[src/rtl/axi4_stream_pkt_limiter_pkg.sv]
// Shared types for the packet-length limiter. Optional statistics are enabled
// with the AXI4_STREAM_PKT_LIMITER_STAT_EN macro.
package axi4_stream_pkt_limiter_pkg;

    typedef enum logic [1:0] {
        IDLE,
        PASS,
        DISCARD
    } limiterState_e;

    // Width needed for a beat counter that must reach maxWords without wrapping.
    function automatic int cntWidth(input int maxWords);
        return $clog2(maxWords + 1);
    endfunction

endpackage

[src/rtl/axi4_stream_if.sv]
// AXI4-Stream bundle with master/slave views, shared by the stream library blocks.
interface axi4_stream_if #(
    parameter int DATA_WIDTH = 32,
    parameter int USER_WIDTH = 1,
    parameter int DEST_WIDTH = 1,
    parameter int ID_WIDTH   = 1
) ();
    logic                    tvalid;
    logic                    tready;
    logic [DATA_WIDTH-1:0]   tdata;
    logic [DATA_WIDTH/8-1:0] tstrb;
    logic [DATA_WIDTH/8-1:0] tkeep;
    logic                    tlast;
    logic [USER_WIDTH-1:0]   tuser;
    logic [DEST_WIDTH-1:0]   tdest;
    logic [ID_WIDTH-1:0]     tid;

    modport master (
        output tvalid, tdata, tstrb, tkeep, tlast, tuser, tdest, tid,
        input  tready
    );

    modport slave (
        input  tvalid, tdata, tstrb, tkeep, tlast, tuser, tdest, tid,
        output tready
    );
endinterface

[src/rtl/axi4_stream_pipe_reg.sv]
// Single-entry registered stage: loads when told to, drains on a downstream
// handshake, and supports load and unload in the same cycle.
module axi4_stream_pipe_reg #(
    parameter int WIDTH = 8
) (
    input  logic             i_clk,
    input  logic             i_rstN,
    input  logic             i_load,
    input  logic [WIDTH-1:0] i_data,
    input  logic             i_outReady,
    output logic             o_valid,
    output logic [WIDTH-1:0] o_data,
    output logic             o_canLoad
);
    logic             r_valid;
    logic [WIDTH-1:0] r_data;

    always_ff @(posedge i_clk) begin
        if (!i_rstN) begin
            r_valid <= 1'b0;
            r_data  <= '0;
        end else if (i_load) begin
            r_valid <= 1'b1;
            r_data  <= i_data;
        end else if (i_outReady) begin
            r_valid <= 1'b0;
        end
    end

    assign o_valid   = r_valid;
    assign o_data    = r_data;
    assign o_canLoad = !r_valid || i_outReady;
endmodule

[src/rtl/axi4_stream_pkt_limiter.sv]
// Truncates packets longer than MAX_PKT_WORDS (forcing tlast) and swallows the rest.
// Define AXI4_STREAM_PKT_LIMITER_STAT_EN to add packet/truncation counters.
module axi4_stream_pkt_limiter
    import axi4_stream_pkt_limiter_pkg::*;
#(
    parameter int MAX_PKT_WORDS = 64,
    parameter int DATA_WIDTH    = 32,
    parameter int USER_WIDTH    = 1,
    parameter int DEST_WIDTH    = 1,
    parameter int ID_WIDTH      = 1
) (
    input  logic                clk_i,
    input  logic                rst_n_i,
    axi4_stream_if.slave        pkt_i,
    axi4_stream_if.master       pkt_o,
    output logic                trunc_o,
    output logic                busy_o
`ifdef AXI4_STREAM_PKT_LIMITER_STAT_EN
    ,
    output logic [31:0]         pkt_cnt_o,
    output logic [31:0]         trunc_cnt_o
`endif
);
    localparam int KEEP_W = DATA_WIDTH / 8;
    localparam int CNT_W  = cntWidth(MAX_PKT_WORDS);
    localparam logic [CNT_W-1:0] MAX_CNT = CNT_W'(MAX_PKT_WORDS);

    // Word layout depends on this instance's widths, so it lives here.
    typedef struct packed {
        logic [DATA_WIDTH-1:0] tdata;
        logic [KEEP_W-1:0]     tstrb;
        logic [KEEP_W-1:0]     tkeep;
        logic                  tlast;
        logic [USER_WIDTH-1:0] tuser;
        logic [DEST_WIDTH-1:0] tdest;
        logic [ID_WIDTH-1:0]   tid;
    } word_t;

    limiterState_e    r_state;
    logic [CNT_W-1:0] r_wordCnt;
    logic             r_trunc;

    word_t            w_inWord;
    word_t            w_outWord;
    logic             w_outValid;
    logic             w_canLoad;
    logic             w_inAcc;
    logic             w_load;
    logic             w_forceLast;
    logic [CNT_W-1:0] w_cntNext;

    assign pkt_i.tready = !rst_n_i || w_canLoad || (r_state == DISCARD);
    assign w_inAcc      = pkt_i.tvalid && pkt_i.tready;
    assign w_load       = w_inAcc && (r_state != DISCARD);
    assign w_cntNext    = r_wordCnt + CNT_W'(1);

    // The limit is hit either on the very first word (limit of one) or when
    // this beat would be the MAX_PKT_WORDS-th forwarded word.
    assign w_forceLast = w_inAcc && !pkt_i.tlast &&
                         (((r_state == IDLE) && (MAX_PKT_WORDS == 1)) ||
                          ((r_state == PASS) && (w_cntNext == MAX_CNT)));

    always_comb begin
        w_inWord       = '0;
        w_inWord.tdata = pkt_i.tdata;
        w_inWord.tstrb = pkt_i.tstrb;
        w_inWord.tkeep = pkt_i.tkeep;
        w_inWord.tlast = pkt_i.tlast || w_forceLast;
        w_inWord.tuser = pkt_i.tuser;
        w_inWord.tdest = pkt_i.tdest;
        w_inWord.tid   = pkt_i.tid;
    end

    axi4_stream_pipe_reg #(
        .WIDTH ($bits(word_t))
    ) u_outReg (
        .i_clk      (clk_i),
        .i_rstN     (rst_n_i),
        .i_load     (w_load),
        .i_data     (w_inWord),
        .i_outReady (pkt_o.tready),
        .o_valid    (w_outValid),
        .o_data     (w_outWord),
        .o_canLoad  (w_canLoad)
    );

    always_ff @(posedge clk_i) begin
        if (!rst_n_i) begin
            r_state   <= IDLE;
            r_wordCnt <= '0;
            r_trunc   <= 1'b0;
        end else begin
            r_trunc <= 1'b0;
            if (w_inAcc) begin
                case (r_state)
                    IDLE: begin
                        r_wordCnt <= CNT_W'(1);
                        if (pkt_i.tlast) begin
                            r_state <= IDLE;
                        end else if (w_forceLast) begin
                            r_trunc <= 1'b1;
                            r_state <= DISCARD;
                        end else begin
                            r_state <= PASS;
                        end
                    end
                    PASS: begin
                        r_wordCnt <= w_cntNext;
                        if (pkt_i.tlast) begin
                            r_state <= IDLE;
                        end else if (w_forceLast) begin
                            r_trunc <= 1'b1;
                            r_state <= DISCARD;
                        end
                    end
                    DISCARD: begin
                        if (pkt_i.tlast) begin
                            r_state <= IDLE;
                        end
                    end
                    default: r_state <= IDLE;
                endcase
            end
        end
    end

    assign pkt_o.tvalid = w_outValid;
    assign pkt_o.tdata  = w_outWord.tdata;
    assign pkt_o.tstrb  = w_outWord.tstrb;
    assign pkt_o.tkeep  = w_outWord.tkeep;
    assign pkt_o.tlast  = w_outWord.tlast;
    assign pkt_o.tuser  = w_outWord.tuser;
    assign pkt_o.tdest  = w_outWord.tdest;
    assign pkt_o.tid    = w_outWord.tid;

    assign trunc_o = r_trunc;
    assign busy_o  = (r_state != IDLE) || w_outValid;

`ifdef AXI4_STREAM_PKT_LIMITER_STAT_EN
    logic [31:0] r_pktCnt;
    logic [31:0] r_truncCnt;

    // Both counters saturate instead of wrapping.
    always_ff @(posedge clk_i) begin
        if (!rst_n_i) begin
            r_pktCnt   <= '0;
            r_truncCnt <= '0;
        end else begin
            if (w_outValid && pkt_o.tready && w_outWord.tlast && (r_pktCnt != 32'hFFFF_FFFF)) begin
                r_pktCnt <= r_pktCnt + 32'd1;
            end
            if (r_trunc && (r_truncCnt != 32'hFFFF_FFFF)) begin
                r_truncCnt <= r_truncCnt + 32'd1;
            end
        end
    end

    assign pkt_cnt_o   = r_pktCnt;
    assign trunc_cnt_o = r_truncCnt;
`endif
endmodule

[src/flat_wrapper.sv]
// flat-port wrapper written by rule: the top's interface ports become plain ports
module axi4_stream_pkt_limiter_flat import axi4_stream_pkt_limiter_pkg::*;
#(
    parameter int MAX_PKT_WORDS = 64,
    parameter int DATA_WIDTH    = 32,
    parameter int USER_WIDTH    = 1,
    parameter int DEST_WIDTH    = 1,
    parameter int ID_WIDTH      = 1
)
  (clk_i, rst_n_i, trunc_o, busy_o, pkt_i_tvalid, pkt_i_tdata, pkt_i_tstrb, pkt_i_tkeep, pkt_i_tlast, pkt_i_tuser, pkt_i_tdest, pkt_i_tid, pkt_i_tready, pkt_o_tvalid, pkt_o_tdata, pkt_o_tstrb, pkt_o_tkeep, pkt_o_tlast, pkt_o_tuser, pkt_o_tdest, pkt_o_tid, pkt_o_tready);
  axi4_stream_if #(.DATA_WIDTH(DATA_WIDTH), .USER_WIDTH(USER_WIDTH), .DEST_WIDTH(DEST_WIDTH), .ID_WIDTH(ID_WIDTH)) pkt_i_i ();
  axi4_stream_if #(.DATA_WIDTH(DATA_WIDTH), .USER_WIDTH(USER_WIDTH), .DEST_WIDTH(DEST_WIDTH), .ID_WIDTH(ID_WIDTH)) pkt_o_i ();
  input  logic clk_i;
  input  logic rst_n_i;
  output logic trunc_o;
  output logic busy_o;
  input wire logic [$bits(pkt_i_i.tvalid)-1:0] pkt_i_tvalid;
  input wire logic [$bits(pkt_i_i.tdata)-1:0] pkt_i_tdata;
  input wire logic [$bits(pkt_i_i.tstrb)-1:0] pkt_i_tstrb;
  input wire logic [$bits(pkt_i_i.tkeep)-1:0] pkt_i_tkeep;
  input wire logic [$bits(pkt_i_i.tlast)-1:0] pkt_i_tlast;
  input wire logic [$bits(pkt_i_i.tuser)-1:0] pkt_i_tuser;
  input wire logic [$bits(pkt_i_i.tdest)-1:0] pkt_i_tdest;
  input wire logic [$bits(pkt_i_i.tid)-1:0] pkt_i_tid;
  output wire logic [$bits(pkt_i_i.tready)-1:0] pkt_i_tready;
  output wire logic [$bits(pkt_o_i.tvalid)-1:0] pkt_o_tvalid;
  output wire logic [$bits(pkt_o_i.tdata)-1:0] pkt_o_tdata;
  output wire logic [$bits(pkt_o_i.tstrb)-1:0] pkt_o_tstrb;
  output wire logic [$bits(pkt_o_i.tkeep)-1:0] pkt_o_tkeep;
  output wire logic [$bits(pkt_o_i.tlast)-1:0] pkt_o_tlast;
  output wire logic [$bits(pkt_o_i.tuser)-1:0] pkt_o_tuser;
  output wire logic [$bits(pkt_o_i.tdest)-1:0] pkt_o_tdest;
  output wire logic [$bits(pkt_o_i.tid)-1:0] pkt_o_tid;
  input wire logic [$bits(pkt_o_i.tready)-1:0] pkt_o_tready;
  assign pkt_i_i.tvalid = pkt_i_tvalid;
  assign pkt_i_i.tdata = pkt_i_tdata;
  assign pkt_i_i.tstrb = pkt_i_tstrb;
  assign pkt_i_i.tkeep = pkt_i_tkeep;
  assign pkt_i_i.tlast = pkt_i_tlast;
  assign pkt_i_i.tuser = pkt_i_tuser;
  assign pkt_i_i.tdest = pkt_i_tdest;
  assign pkt_i_i.tid = pkt_i_tid;
  assign pkt_i_tready = pkt_i_i.tready;
  assign pkt_o_tvalid = pkt_o_i.tvalid;
  assign pkt_o_tdata = pkt_o_i.tdata;
  assign pkt_o_tstrb = pkt_o_i.tstrb;
  assign pkt_o_tkeep = pkt_o_i.tkeep;
  assign pkt_o_tlast = pkt_o_i.tlast;
  assign pkt_o_tuser = pkt_o_i.tuser;
  assign pkt_o_tdest = pkt_o_i.tdest;
  assign pkt_o_tid = pkt_o_i.tid;
  assign pkt_o_i.tready = pkt_o_tready;
  axi4_stream_pkt_limiter #(.MAX_PKT_WORDS(MAX_PKT_WORDS), .DATA_WIDTH(DATA_WIDTH), .USER_WIDTH(USER_WIDTH), .DEST_WIDTH(DEST_WIDTH), .ID_WIDTH(ID_WIDTH)) u_core (.clk_i(clk_i), .rst_n_i(rst_n_i), .pkt_i(pkt_i_i), .pkt_o(pkt_o_i), .trunc_o(trunc_o), .busy_o(busy_o));
endmodule
[config.mk]
export PLATFORM = sky130hd
export DESIGN_NAME = axi4_stream_pkt_limiter_flat
export DESIGN_NICKNAME = d
export VERILOG_FILES = /design/src/rtl/axi4_stream_pkt_limiter_pkg.sv /design/src/rtl/axi4_stream_if.sv /design/src/rtl/axi4_stream_pipe_reg.sv /design/src/rtl/axi4_stream_pkt_limiter.sv /design/src/flat_wrapper.sv
export SDC_FILE = /design/constraint.sdc
export NUM_CORES = 1
export LEC_CHECK = 0
export BUFFER_PORTS_ARGS = -buffer_cell sky130_fd_sc_hd__buf_2
export CAP_MARGIN = 20
export CORE_ASPECT_RATIO = 0.75
export CORE_UTILIZATION = 51
export CTS_CLUSTER_SIZE = 24
export DETAILED_ROUTE_END_ITERATION = 10
export HOLD_SLACK_MARGIN = 0.06
export PLACE_DENSITY = 0.86
export RECOVER_POWER = 25
export SLEW_MARGIN = 25
export SYNTH_ARGS = -nofsm -noshare
export SYNTH_HDL_FRONTEND = slang
export SYNTH_SLANG_ARGS = --single-unit
[constraint.sdc]
create_clock -name clk_i -period 2.1 [get_ports clk_i]
set_input_delay 0.105 -clock clk_i [delete_from_list [all_inputs] [get_ports clk_i]]
set_output_delay 0.105 -clock clk_i [all_outputs]
set_load 0.02 [all_outputs]
==> Word level (Yosys, flattened, before mapping) <==
Index checks and enable logic that the tools add are counted.
{ "op_classes": {"n_addsub": 1, "eq_ne": 6, "mux": 10, "bitwise": 3, "reduce_logical": 21} }
{ "op_table": {"columns": ["cell", "n"], "rows": [
  ["$pmux W7 S2", 1],
  ["$mux W2", 5],
  ["$add A7 B1 Y7 const B", 1],
  ["$eq A7 B7 Y1 const B", 1],
  ["$pmux W2 S3", 1],
  ["$reduce_bool A2 Y1", 3],
  ["$logic_and A1 B1 Y1", 5],
  ["$logic_or A1 B1 Y1", 5],
  ["$ne A2 B2 Y1 const B", 2],
  ["$reduce_or A4 Y1", 1],
  ["$logic_not A1 Y1", 3],
  ["$mux W1", 3],
  ["$ne A3 B2 Y1 const B", 1],
  ["$not A1 Y1", 3],
  ["$reduce_and A3 Y1", 1],
  ["$eq A2 B1 Y1 const B", 1],
  ["$eq A2 B2 Y1 const B", 1],
  ["$logic_not A2 Y1", 1],
  ["$reduce_and A2 Y1", 1],
  ["$reduce_or A2 Y1", 1]
]} }
{ "totals": {"ff_bits": 55, "inputBits": 48, "output_inout_bits": 48, "wordCells": 46} }

==> Logic depth before layout (Yosys ltp) <==
Gate-level depths: netlist of run 1.
{ "logic_depth": {"word_depth": 10, "mapped_depth": 6} }

==> Cells and area by module <==
Synthesis of run 1 repeated with hierarchy kept, for this count alone.
{ "hier_totals": {"cells_unflattened": 221, "hier_area_um2": 2391.0} }
{ "modules_own_cells": {"columns": ["mod", "instances", "cells_per_inst", "area_each_um2", "seq_area_each_um2"], "rows": [
  ["axi4_stream_pipe_reg", 1, 145, 1740.4, 900.9],
  ["axi4_stream_pkt_limiter", 1, 76, 650.6, 200.2]
]} }

==> Least setup slack after synthesis of run 1 <==
OpenSTA, ideal clock, no wires.
{ "synth_timing": {"path_kind": "reg2reg", "startpoint": "reg u_core.u_outReg.r_valid, in the netlist u_core.u_outReg.o_valid", "endpoint": "reg u_core.u_outReg.r_data[10], in the netlist u_core.u_outReg.o_data[10]", "arrival_ns": 1.333, "required_time_ns": 2.030, "path_slack_ns": 0.697, "stages_incl_launch_ff": 6, "path_buffers": 1, "period_less_slack_ns": 1.403, "path_cell_list": "dfxtp_1 > nand3b_2 > nand3_1 > clkbuf_1 > nand2_1 > a21boi_1"} }
{ "synth_between": {"elab_chain_cells": 6} }
{ "synth_rtl": {"columns": ["item", "line_no", "rtl"], "rows": [
  ["start, declared", "axi4_stream_pipe_reg.sv:15", "logic r_valid;"],
  ["start signal, assigned", "axi4_stream_pipe_reg.sv:20", "r_valid <= 1'b0;"],
  ["start signal, assigned", "axi4_stream_pipe_reg.sv:23", "r_valid <= 1'b1;"],
  ["start signal, assigned", "axi4_stream_pipe_reg.sv:26", "r_valid <= 1'b0;"],
  ["$logic_not A1 Y1", "axi4_stream_pipe_reg.sv:32", "assign o_canLoad = !r_valid || i_outReady;"],
  ["$logic_or A1 B1 Y1", "axi4_stream_pipe_reg.sv:32", null],
  ["$logic_or A1 B1 Y1 (2 in series)", "axi4_stream_pkt_limiter.sv:52", "assign pkt_i.tready = !rst_n_i || w_canLoad || (r_state == DISCARD);"],
  ["$logic_and A1 B1 Y1", "axi4_stream_pkt_limiter.sv:53", "assign w_inAcc = pkt_i.tvalid && pkt_i.tready;"],
  ["$logic_and A1 B1 Y1", "axi4_stream_pkt_limiter.sv:54", "assign w_load = w_inAcc && (r_state != DISCARD);"],
  ["end signal, assigned", "axi4_stream_pipe_reg.sv:24", "r_data <= i_data;"],
  ["end, declared", "axi4_stream_pipe_reg.sv:16", "logic [WIDTH-1:0] r_data;"]
]} }
No other way between the ends.
A chain may end at the register's enable or synchronous reset.

==> Worst setup path in the final report of run 1 <==
{ "layout_timing": {"startpoint": "reg u_core.r_wordCnt[0]", "endpoint": "reg u_core.r_trunc, in the netlist u_core.trunc_o"} }
{ "layout_between": {"elab_chain_cells": 5} }
{ "layout_rtl": {"columns": ["item", "line_no", "rtl"], "rows": [
  ["start, declared", "axi4_stream_pkt_limiter.sv:40", "logic [CNT_W-1:0] r_wordCnt;"],
  ["start signal, assigned", "axi4_stream_pkt_limiter.sv:108", "r_wordCnt <= w_cntNext;"],
  ["$add A7 B1 Y7", "axi4_stream_pkt_limiter.sv:55", "assign w_cntNext = r_wordCnt + CNT_W'(1);"],
  ["$eq A7 B7 Y1", "axi4_stream_pkt_limiter.sv:61", "((r_state == PASS) && (w_cntNext == MAX_CNT)));"],
  ["$logic_and A1 B1 Y1", "axi4_stream_pkt_limiter.sv:61", null],
  ["$logic_and A1 B1 Y1", "axi4_stream_pkt_limiter.sv:59", "assign w_forceLast = w_inAcc && !pkt_i.tlast &&"],
  ["$mux W1", "axi4_stream_pkt_limiter.sv:100, axi4_stream_pkt_limiter.sv:111", null],
  ["end signal, assigned", "axi4_stream_pkt_limiter.sv:93", "r_trunc <= 1'b0;"],
  ["end signal, assigned", "axi4_stream_pkt_limiter.sv:101", "r_trunc <= 1'b1;"],
  ["end signal, assigned", "axi4_stream_pkt_limiter.sv:112", "r_trunc <= 1'b1;"],
  ["end, declared", "axi4_stream_pkt_limiter.sv:41", "logic r_trunc;"]
]} }
No other way between the ends.

==> impl_metrics.env, run 1 <==
export IMPL_utilization=0.794
export IMPL_finalMaxSlewViolations=0
export IMPL_cts_max_level=2
export IMPL_leakage_nw=1.46
export IMPL_drt_iter0_markers=148
export IMPL_skew_ps=12.6
export IMPL_grtUsageTotal=0.252
export IMPL_synthCells=266
export IMPL_rsz0062_at_grt="no"
export IMPL_met3RoutedLength_um=482
export IMPL_ys_flop_type="dfxtp_1"
export IMPL_path_clk_slew_ps=100
export IMPL_max_freq_mhz=636
export IMPL_cp_cell_sequence="ha_1, nand4_1, a2111oi_4, and4_1"
export IMPL_drive_above_1_share=0.217
export IMPL_cp_slowest_cell="dfxtp_1"
export IMPL_pin_count=96
export IMPL_dr_wl_met2_um=2770
export IMPL_dieWidth_um=79.1
export IMPL_slowest_delay_ps=450
export IMPL_dp_hpwl_um=3640
export IMPL_cts_root_buf="clkbuf_8"
export IMPL_ctsLongestPathBuffers=2
export IMPL_clk_latency_ps=310
export IMPL_n_antenna_cell=0
export IMPL_crit_fanout=7
export IMPL_first_global_vias=2037
export IMPL_yosysUniqueCellTypes=36
export IMPL_grt_overflow_total=0
export IMPL_setup_violations=0
export IMPL_cts_buffers_inserted=5
export IMPL_drt_total_wl_um=5920
export IMPL_numClockSinks=55
export IMPL_timing_slew_headroom=0.655
export IMPL_synthArstFlopShare=0
export IMPL_highest_layer="met4"
export IMPL_grt_antenna_before_repair=0
export IMPL_grt_first_pass_wirelength_um=9190
export IMPL_io_buffers=95
export IMPL_vdd_ir_drop_max_mv=0.517
export IMPL_netlist_area_um2=2270
export IMPL_finalSetupTns_ps=0
export IMPL_fin_nets=449
export IMPL_hold_viol=0
export IMPL_start_util=0.548
export IMPL_reg2reg_slack_ps=530
export IMPL_layout_min_cycle_time_ps=1570
export IMPL_ys_seq_elements=55
export IMPL_min_path_type="primary input to flop"
export IMPL_max_slew_worst_pin_slew_ps=513
export IMPL_synth_nets=315
export IMPL_fin_area_um2=3300
export IMPL_p_total_mw=2.20
export IMPL_crit_type="flop to flop"
export IMPL_critPathLaunchType="flop"
export IMPL_routedWlPerCell_um=13.0
export IMPL_cts_tree="done"
export IMPL_yosysWarnings=0
export IMPL_drcViolationCount=0
export IMPL_fin_crit_sh=0.749
export IMPL_met1_length_um=2610
export IMPL_place_ws_ps=557
export IMPL_place_area_um2=2780
export IMPL_cp_end_kind="flop"
export IMPL_dr_pass1_iters=6
export IMPL_antenna_left=0
export IMPL_grt_max_degree=45
export IMPL_core_area_um2=4150
export IMPL_rows=20
export IMPL_status="finished clean"
export IMPL_area_growth_synth_to_final_pct=44.9
export IMPL_dieArea_um2=4730
export IMPL_fin_ws_ps=527
export IMPL_die_h_um=59.8
export IMPL_syn_avg_cell_area_um2=8.55
export IMPL_maxCapViolations=0
export IMPL_num_vias=2308
export IMPL_p_per_area_nw_per_um2=668
export IMPL_synth_edff_count=0
export IMPL_arrival_ps=1810
export IMPL_crit_required_ps=2340
export IMPL_avgViaCountPerCell=5.06
export IMPL_synth_yosys_seq_area_share=0.484
export IMPL_gp_congestion=0.866
## state kept, by name (all words and copies together), names as in the netlist
name	cells
u_core.u_outReg.o_data	44
u_core.r_wordCnt	7
u_core.r_state	2
u_core.trunc_o	1
u_core.u_outReg.o_valid	1
## cells in the final DEF (no fill, tap or decap), types with 2 or more instances in the layout
master | Yosys | final
inv_1 | 3 | 3
nand4b_1 | 2 | 2
buf_2 | 5 | 70
o221a_1 | 2 | 2
a21boi_1 | 42 | 42
clkbuf_1 | 9 | 25
clkbuf_8 | 0 | 5
o21ai_0 | 5 | 5
buf_4 | 1 | 4
or3_1 | 4 | 4
nor2_1 | 4 | 4
a31oi_1 | 3 | 3
nand3_1 | 5 | 5
and3_1 | 3 | 3
nand2_1 | 94 | 94
dfxtp_1 | 55 | 55
a21boi_0 | 8 | 8
nand2b_1 | 2 | 2
dlygate4sd3_1 | 0 | 43
## stage by stage
step / instances / hold slack (ps)
3_5_place_dp: 405 / 351
3_3_place_gp: 405 / 343
2_1_floorplan: 266 / 240
6_report: 456 / 161
5_1_grt: 456 / 179
4_1_cts: 456 / 152
## cells in the mapped netlist (3+ instances only)
cell / count / area (µm²)
nand2_1: 94 / 353
dfxtp_1: 55 / 1100
a21boi_1: 42 / 315
clkbuf_1: 9 / 33.8
a21boi_0: 8 / 60.1
buf_2: 5 / 25.0
nand3_1: 5 / 25.0
o21ai_0: 5 / 25.0
nor2_1: 4 / 15.0
or3_1: 4 / 25.0
a31oi_1: 3 / 18.8
and3_1: 3 / 18.8
inv_1: 3 / 11.3
## logic make-up after synthesis
| kind of cell | after synthesis | synth area share |
|---|---|---|
| buf+inv | 18 | 0.0341 |
| compound gates | 67 | 0.230 |
| fa+ha+maj | 1 | 0.00550 |
| flops | 55 | 0.484 |
| simple gates | 125 | 0.246 |
## layer usage
metal	GRT usage	vias up
li1	-	1161
met1	0.311	1049
met2	0.430	91
met3	0.0794	7
met4	0.0675	0
met5	0	-
## layout make-up
type,count,area [µm²]
repair buffers,142,905
inverters,3,11.3
clock inverters,3,46.3
multi-input cells,193,1100
fillers,291,857
well taps,55,68.8
clock buffers,5,68.8
flip-flops and latches,55,1100
## power breakdown
group	total (mW)	internal [mW]	switching (mW)
sequential	1.13	1.10	0.0315
clock	0.702	0.359	0.342
combinational	0.374	0.170	0.204
## what timing repair did
action                                  4_1_cts  5_1_grt
hold endpoints to repair                     43        0
endpoints found under the setup margin        0        0
hold buffers                                 43        0
resized for setup                             0        0
setup buffers                                 0        0
## path summary, 6_finish.rpt
path / startpoint / end / cells past startpoint
hold / removal: pkt_i_tlast / u_core.trunc_o / 3
setup reg to reg: u_core.r_wordCnt[0] / u_core.trunc_o / 4
setup / recovery: u_core.r_wordCnt[0] / u_core.trunc_o / 4
hold reg to reg: u_core.u_outReg.o_data[25] / u_core.u_outReg.o_data[25] / 2
## worst max-delay path, delay by kind of cell, from the launching register on
kind,cells,cell delay [ps]
compound gates,1,430
fa+ha+maj,1,250
flops,1,450
simple gates,2,400
Note: power is estimated with default switching activity, not from simulation.
==> run 2: changes to the inputs <==
--- a/config.mk
+++ b/config.mk
@@ -5,14 +5,15 @@
 export SDC_FILE = /design/constraint.sdc
 export NUM_CORES = 1
 export LEC_CHECK = 0
+export ABC_AREA = 1
 export BUFFER_PORTS_ARGS = -buffer_cell sky130_fd_sc_hd__buf_2
 export CAP_MARGIN = 20
 export CORE_ASPECT_RATIO = 0.75
-export CORE_UTILIZATION = 51
+export CORE_UTILIZATION = 47
 export CTS_CLUSTER_SIZE = 24
 export DETAILED_ROUTE_END_ITERATION = 10
 export HOLD_SLACK_MARGIN = 0.06
-export PLACE_DENSITY = 0.86
+export PLACE_DENSITY = 0.81
 export RECOVER_POWER = 25
 export SLEW_MARGIN = 25
 export SYNTH_ARGS = -nofsm -noshare
==> constraint.sdc (replaced) <==
create_clock -name clk_i -period 1.6 [get_ports clk_i]
set_input_delay 0.08 -clock clk_i [delete_from_list [all_inputs] [get_ports clk_i]]
set_output_delay 0.08 -clock clk_i [all_outputs]
set_load 0.02 [all_outputs]
==> impl_metrics.env, run 2 <==
export IMPL_status="finished clean"
export IMPL_cts_max_level=2
export IMPL_arrival_ps=1660
export IMPL_max_slew_worst_pin_slew_ps=395
export IMPL_place_ws_ps=103
export IMPL_synth_yosys_seq_area_share=0.496
export IMPL_final_cells=479
export IMPL_grt_first_pass_wirelength_um=8830
export IMPL_cts_tree="done"
export IMPL_final_cell_mix="nand2_1, buf_2, a21oi_1, dfxtp_1, nand3_1"
export IMPL_r2r_end="u_core.u_outReg.o_data[3]"
export IMPL_gp_congestion=0.849
export IMPL_setup_violations=0
export IMPL_io_buffers=95
export IMPL_synth_nets=337
export IMPL_drcViolationCount=0
export IMPL_drt_total_wl_um=6230
export IMPL_synth_largest_area_cell="dfxtp_1"
export IMPL_path_clk_slew_ps=90
export IMPL_grtUsageTotal=0.232
export IMPL_maxCapViolations=0
export IMPL_whs_path_depth=3
export IMPL_critPathLaunchType="flop"
export IMPL_start_util=0.494
export IMPL_grt_overflow_total=0
export IMPL_r2r_start="u_core.r_wordCnt[0]"
export IMPL_core_area_um2=4490
export IMPL_fin_nets=470
export IMPL_die_h_um=61.5
export IMPL_synth_common_cells="nand2_1, dfxtp_1, a21oi_1"
export IMPL_crit_type="flop to flop"
export IMPL_min_from="pkt_i_tdata[8]"
export IMPL_clk_latency_ps=300
export IMPL_pin_count=96
export IMPL_dr_pass1_iters=5
export IMPL_ys_flop_type="dfxtp_1"
export IMPL_fin_ws_ps=137
export IMPL_syn_avg_cell_area_um2=7.71
export IMPL_timing_slew_headroom=0.736
export IMPL_cts_root_buf="clkbuf_8"
export IMPL_skew_ps=5.33
export IMPL_numClockSinks=55
export IMPL_dieWidth_um=81.4
export IMPL_num_vias=2428
export IMPL_whs_endpoint="u_core.u_outReg.o_data[20]"
export IMPL_layout_min_cycle_time_ps=1460
export IMPL_fin_crit_sh=0.915
export IMPL_ff2ff_path_depth=10
export IMPL_crit_fanout=5
export IMPL_n_antenna_cell=0
export IMPL_area_growth_synth_to_final_pct=44.9
export IMPL_cts_setup_buffers=0
export IMPL_fin_area_um2=3220
export IMPL_reg2reg_slack_ps=140
export IMPL_grt_max_degree=34
export IMPL_yosysWarnings=0
export IMPL_avgViaCountPerCell=5.07
export IMPL_yosysMostFrequentCell="nand2_1"
export IMPL_ctsLongestPathBuffers=2
export IMPL_synthTopCellsByArea="dfxtp_1, a21oi_1, nand2_1"
export IMPL_p_per_area_nw_per_um2=844
export IMPL_drive_above_1_share=0.227
export IMPL_startpoint="u_core.r_wordCnt[0]"
export IMPL_synth_top_area_share=0.496
export IMPL_finalMaxSlewViolations=0
export IMPL_synthArstFlopShare=0
export IMPL_leakage_nw=1.40
export IMPL_netlist_area_um2=2220
export IMPL_hold_viol=0
export IMPL_dp_cells=430
export IMPL_routedWlPerCell_um=13.0
export IMPL_min_path_type="primary input to flop"
export IMPL_drt_iter0_markers=114
export IMPL_rows=21
export IMPL_ys_seq_elements=55
export IMPL_yosysUniqueCellTypes=20
export IMPL_cts_buffers_inserted=5
export IMPL_cp_end_kind="flop"
export IMPL_finalSetupTns_ps=0
export IMPL_synth_edff_count=0
export IMPL_dp_hpwl_um=3720
export IMPL_dieArea_um2=5000
export IMPL_grt_antenna_before_repair=0
export IMPL_largest_reg_flops=44
export IMPL_place_area_um2=2740
export IMPL_crit_required_ps=1800
export IMPL_vdd_ir_drop_max_mv=0.613
export IMPL_first_global_vias=2015
export IMPL_hold_worst_slack_ps=74.5
export IMPL_synthCells=288
export IMPL_max_freq_mhz=683
export IMPL_antenna_left=0
run 2: power by group:
part / total (mW) / internal [mW] / switching, mW
Combinational: 0.513 / 0.225 / 0.288
Clock: 0.719 / 0.308 / 0.410
Sequential: 1.48 / 1.44 / 0.0404
Total: 2.71 / 1.97 / 0.739
run 2: what timing repair did:
action	in CTS	in global routing
hold endpoints to repair	39	2
setup endpoints to repair	0	7
gates resized for setup	0	5
hold buffers	39	2
run 2: worst max path at each step:
stage / endpoint / depth (start not counted)
after CTS: u_core.u_outReg.o_data[3] / 10
after detailed placement: u_core.u_outReg.o_data[3] / 10
after global routing: u_core.u_outReg.o_data[3] / 10
after global placement: u_core.u_outReg.o_data[3] / 10
after floorplan: u_core.u_outReg.o_data[10] / 9
final: u_core.u_outReg.o_data[3] / 10
run 2: cell type report:
cell class	count	area (µm²)
flip-flops and latches	55	1110
clock inverters	1	5.00
fillers	381	1280
inverters	17	63.8
multi-input cells	198	937
clock buffers	7	76.3
well taps	57	71.3
repair buffers	144	956
run 2: metal layers:
layer / track usage / share of wire / vias up
met3: 0.0741 / 0.089 / 4
li1: - / - / 1223
met2: 0.390 / 0.45 / 107
met1: 0.294 / 0.45 / 1094
met4: 0.0510 / 0.0079 / 0
met5: 0 / 0 / -
run 2: stage by stage:
stage	util	power, mW
after global placement	0.611	1.94
after global routing	0.716	2.85
after CTS	0.716	2.74
after detailed placement	0.611	1.95
final	0.716	2.71
after floorplan	-	1.78
run 2: cells by family after synthesis:
logic type                 after synthesis  synth area share
and+or+nand+nor                        138             0.278
AOI/OAI and AO/OA                       59             0.138
adders and majority gates                1           0.00564
DFF                                     55             0.496
buffers and inverters                   35            0.0829
run 2: worst max-delay path: stages (launching register included):
cell     delay, ps
dfxtp_4        370
ha_2           200
nand2_1         80
nor2_1         140
nand3_1        100
nand2_1         80
nor2_1          40
nand2_1        120
nand2_1         60
o21ai_0        130
inv_1           50
